--- config.mk ---
export PLATFORM = sky130hd
export DESIGN_NAME = seg_scan_ctrl
export DESIGN_NICKNAME = d
export VERILOG_FILES = /design/src/rtl/seg_scan_ctrl.sv
export SDC_FILE = /design/constraint.sdc
export NUM_CORES = 1
export LEC_CHECK = 0
export BUFFER_PORTS_ARGS = -buffer_cell sky130_fd_sc_hd__buf_2
export CAP_MARGIN = 20
export CORE_ASPECT_RATIO = 1.4
export CORE_UTILIZATION = 50
export DETAILED_ROUTE_END_ITERATION = 7
export PLACE_DENSITY_LB_ADDON = 0.1
export REMOVE_ABC_BUFFERS = 1
export SLEW_MARGIN = 20
export SYNTH_ARGS = -nofsm -noshare
export SYNTH_HDL_FRONTEND = slang
export SYNTH_SLANG_ARGS = --single-unit
export TNS_END_PERCENT = 5
--- constraint.sdc ---
create_clock -name iClk -period 3.3 [get_ports iClk]
set_input_delay 0 -clock iClk [delete_from_list [all_inputs] [get_ports iClk]]
set_output_delay 0 -clock iClk [all_outputs]
set_load 0.01 [all_outputs]
--- src/rtl/seg_scan_ctrl.sv ---
// Time-multiplexed 7-segment scan controller: blank/show sequencing per digit,
// frame-boundary commit of pending data, and leading-zero blanking.
`timescale 1ns/1ps
module seg_scan_ctrl #(
  parameter int DIGITS = 4,
  parameter int DIV    = 12500,
  parameter int BLANK  = 250
) (
  input  logic                  iClk,
  input  logic                  iRst_n,
  input  logic                  iEn,
  input  logic                  iLoad,
  input  logic [4*DIGITS-1:0]   iData,
  input  logic                  iLzb,
  output logic [3:0]            oNibble,
  output logic [DIGITS-1:0]     oAn,
  output logic                  oFrame
);

  localparam int MAXC = (DIV > BLANK) ? DIV : BLANK;
  localparam int CW   = $clog2(MAXC);
  localparam int IW   = (DIGITS > 1) ? $clog2(DIGITS) : 1;

  typedef enum logic {S_BLANK, S_SHOW} state_t;

  state_t                  state_q, state_d;
  logic [CW-1:0]           cnt_q, cnt_d;
  logic [IW-1:0]           idx_q, idx_d;
  logic [DIGITS-1:0][3:0]  pend_q, pend_d;
  logic [DIGITS-1:0][3:0]  disp_q, disp_d;
  logic                    pend_v_q, pend_v_d;
  logic [3:0]              nib_q, nib_d;
  logic [DIGITS-1:0]       an_q, an_d;
  logic                    frame_q, frame_d;
  logic                    wrap;
  logic [DIGITS-1:0]       zero_up;
  logic                    supp;

  always_comb begin
    state_d  = state_q;
    cnt_d    = cnt_q;
    idx_d    = idx_q;
    pend_d   = pend_q;
    pend_v_d = pend_v_q;
    disp_d   = disp_q;
    frame_d  = 1'b0;
    wrap     = 1'b0;
    if (iEn) begin
      case (state_q)
        S_BLANK: begin
          if (cnt_q == CW'(BLANK-1)) begin
            state_d = S_SHOW;
            cnt_d   = '0;
          end else begin
            cnt_d = cnt_q + 1'b1;
          end
        end
        default: begin
          if (cnt_q == CW'(DIV-1)) begin
            state_d = S_BLANK;
            cnt_d   = '0;
            if (idx_q == IW'(DIGITS-1)) begin
              idx_d = '0;
              wrap  = 1'b1;
            end else begin
              idx_d = idx_q + 1'b1;
            end
          end else begin
            cnt_d = cnt_q + 1'b1;
          end
        end
      endcase
    end
    // Commit reads the old pend; a same-edge load re-arms pend for the next frame.
    if (wrap && pend_v_q) begin
      disp_d   = pend_q;
      pend_v_d = 1'b0;
      frame_d  = 1'b1;
    end
    if (iLoad) begin
      pend_d   = iData;
      pend_v_d = 1'b1;
    end
  end

  // zero_up[i]: digits i..DIGITS-1 of the (next) display value are all zero
  for (genvar i = 0; i < DIGITS; i++) begin : g_lz
    assign zero_up[i] = (disp_d[DIGITS-1:i] == '0);
  end

  always_comb begin
    supp  = iLzb && (idx_d != '0) && zero_up[idx_d];
    nib_d = iEn ? disp_d[idx_d] : nib_q;
    an_d  = '1;
    if (iEn && (state_d == S_SHOW) && !supp) an_d[idx_d] = 1'b0;
  end

  always_ff @(posedge iClk or negedge iRst_n) begin
    if (!iRst_n) begin
      state_q  <= S_BLANK;
      cnt_q    <= '0;
      idx_q    <= '0;
      pend_q   <= '0;
      pend_v_q <= 1'b0;
      disp_q   <= '0;
      nib_q    <= 4'h0;
      an_q     <= '1;
      frame_q  <= 1'b0;
    end else begin
      state_q  <= state_d;
      cnt_q    <= cnt_d;
      idx_q    <= idx_d;
      pend_q   <= pend_d;
      pend_v_q <= pend_v_d;
      disp_q   <= disp_d;
      nib_q    <= nib_d;
      an_q     <= an_d;
      frame_q  <= frame_d;
    end
  end

  assign oNibble = nib_q;
  assign oAn     = an_q;
  assign oFrame  = frame_q;

endmodule

==> impl_metrics.tcl <==
set metrics [dict create \
    place_inst 366 \
    start_kind "flop" \
    cts.clk_slew.worst_paths_ns 0.06 \
    final_common_cell "dfrtp_1" \
    yosys_warnings 0 \
    crit_path_start "cnt_q[8]$_DFFE_PN0P_" \
    wl_per_cell_um 16.9 \
    grt_pass1_vias 2338 \
    gr-usage-all-layers 0.243 \
    gr-total-overflow 0 \
    fmaxAchievable_ghz 0.377 \
    drtIter0Drc 79 \
    syn_to_final_growth_pct 18.0 \
    met3_usage 0.0573 \
    drt_first_pass_iters 4 \
    cts_tree "yes" \
    syn-instance-count 277 \
    layout.cells.non_filler 398 \
    design_area_um2 3520 \
    core_area_um2 5650 \
    synth_cell_types 49 \
    fin_crit_ns 2.65 \
    met1_usage 0.284 \
    async_flop_share 1.00 \
    fp.dieW_um 67.3 \
    max_slew_margin 0.600 \
    run_status "finished, final reports clean" \
    powerDensity_nw_per_um2 459 \
    grt_use_met2 0.413 \
    drv_cap 0 \
    grt_max_degree 49 \
    die_y_um 93.4 \
    critPathSlowestCell "or4_1" \
    num_rows 32 \
    vias_per_cell 5.87 \
    drive_gt1_frac 0.264 \
    critical_path.top_delay_family "simple AND/OR/NAND/NOR gates" \
    whs_ns 0.0414 \
    fin_util 0.623 \
    initial_core_util 0.528 \
    crit_required_ns 3.52 \
    fin_setup_tns_ns 0 \
    final_cell_mix "dfrtp_1, buf_2, mux2_2" \
    cts-root-buf "clkbuf_8" \
    routed-via-count 2337 \
    ys_ff_latch 59 \
    vdd_ir_drop_max_mv 0.298 \
    antenna_found_initial 0 \
    cts_resized 0 \
    maxSlewViolCount 0 \
    placed_cell_area_um2 3170 \
    syn_avg_cell_area_um2 10.8 \
    hp-class "primary input to flop" \
    r2r_start "cnt_q[8]$_DFFE_PN0P_" \
    cts_buffer_depth 2 \
    setup_viol 0 \
    crit_fanout 14 \
    arrival_ns 2.87 \
    cts_hold_buf 17 \
    finClkSkew_ns 0.00792 \
    antennaDiodeCount 0 \
    power_mw 1.62 \
    hp-start "iLzb" \
    hpwl_mm 4.69 \
    worst_pin_slew_ns 0.599 \
    routed_wl_mm 6.72 \
    gp_congestion 0.796 \
    power.leakage_nw 1.57 \
    path_class "flop to flop" \
    fillers 473 \
    dieArea_um2 6280 \
    fin_crit_sh 0.803 \
    synth-edff-count 0 \
    syn_area_um2 2980 \
    path_buf_inv 0 \
    cts_sinks 59 \
    rsz0062_at_grt "false" \
    htree_levels 3 \
    yosysSeqAreaShare 0.497 \
    synth-main-ff-cell "dfrtp_1" \
    portBuffers 29 \
    grt.busiest_layer "met2" \
    ios 30 \
    drc_errors 0 \
    final_antenna_net_count 0 \
    hold_viol 0 \
    clock_latency_ns 0.34 \
    cts_made_buffers 9 \
    pre_cts_slack_ns 0.682 \
    cp_slowest_stage_delay_ns 0.78 \
    crit_path_end_kind "flop" \
    crit_chain "or4b_4, or4_1, nor2_4, mux2_2" \
    post_cts_buffers 0 \
    grt_first_pass_wirelength_mm 11.1 \
    fin_ws_ns 0.650 \
    final_nets 350 \
]
## synth_stat cells (7+ instances only)
library cell | n | area [µm²]
nor3_1 | 8 | 40.0
o21ai_0 | 16 | 80.1
nor4b_1 | 7 | 61.3
nand3_1 | 18 | 90.1
a21oi_1 | 19 | 95.1
nand2_1 | 20 | 75.1
mux2_2 | 26 | 293
dfrtp_1 | 55 | 1380
nor2_1 | 14 | 52.6
o2bb2ai_1 | 8 | 70.1
## kinds of logic after synthesis
group,synth area share
xor gates and xnor gates,0.0264
and+or+nand+nor,0.181
adders and majority gates,0.0126
DFF,0.497
AOI/OAI and AO/OA,0.131
buffers and inverters,0.0315
muxes,0.120
## per-layer routing
layer	share of wire	routed length [µm]
met1	0.43	2880
met2	0.52	3470
met3	0.035	233
met4	0.021	138
met5	0	0
## flip-flops by register name (all words and copies together), names as in the netlist
register,cells
state_q,1
oNibble,4
idx_q,2
pend_q,16
cnt_q,14
pend_v_q,1
oFrame,1
disp_q,16
oAn,4
## power by group
group	switching, mW	internal (mW)
Clock	0.270	0.327
Sequential	0.0652	0.776
Combinational	0.0788	0.0985
Total	0.414	1.20
## worst reg2reg max path: cells and delay by family, from the launching register on
kind / cells / cell delay, ns
muxes: 1 / 0.39
DFF: 1 / 0.44
and+or+nand+nor: 3 / 1.71
## final timing paths
kind,slack [ns],cells past startpoint,to
max in group asynchronous,2.47,3,disp_q[1]$_DFF_PN0_
min in group asynchronous,0.22,2,pend_q[13]$_DFFE_PN0P_
max,0.65,4,disp_q[1]$_DFF_PN0_
max reg2reg,0.65,4,disp_q[1]$_DFF_PN0_
min reg2reg,0.51,1,disp_q[2]$_DFF_PN0_
min,0.04,3,oAn[3]$_DFF_PN1_
## layout make-up
cell class | instances | area, µm² | share of cell area
sequential | 59 | 1480 | 0.421
multi-input combinational | 202 | 1410 | 0.400
timing repair buffer | 51 | 355 | 0.101
clock buffer | 13 | 169 | 0.0480
tap | 68 | 85.1 | 0.0242
inverter | 3 | 11.3 | 0.00320
clock inverter | 2 | 10.0 | 0.00284
Note: power is estimated with default switching activity, not from simulation.
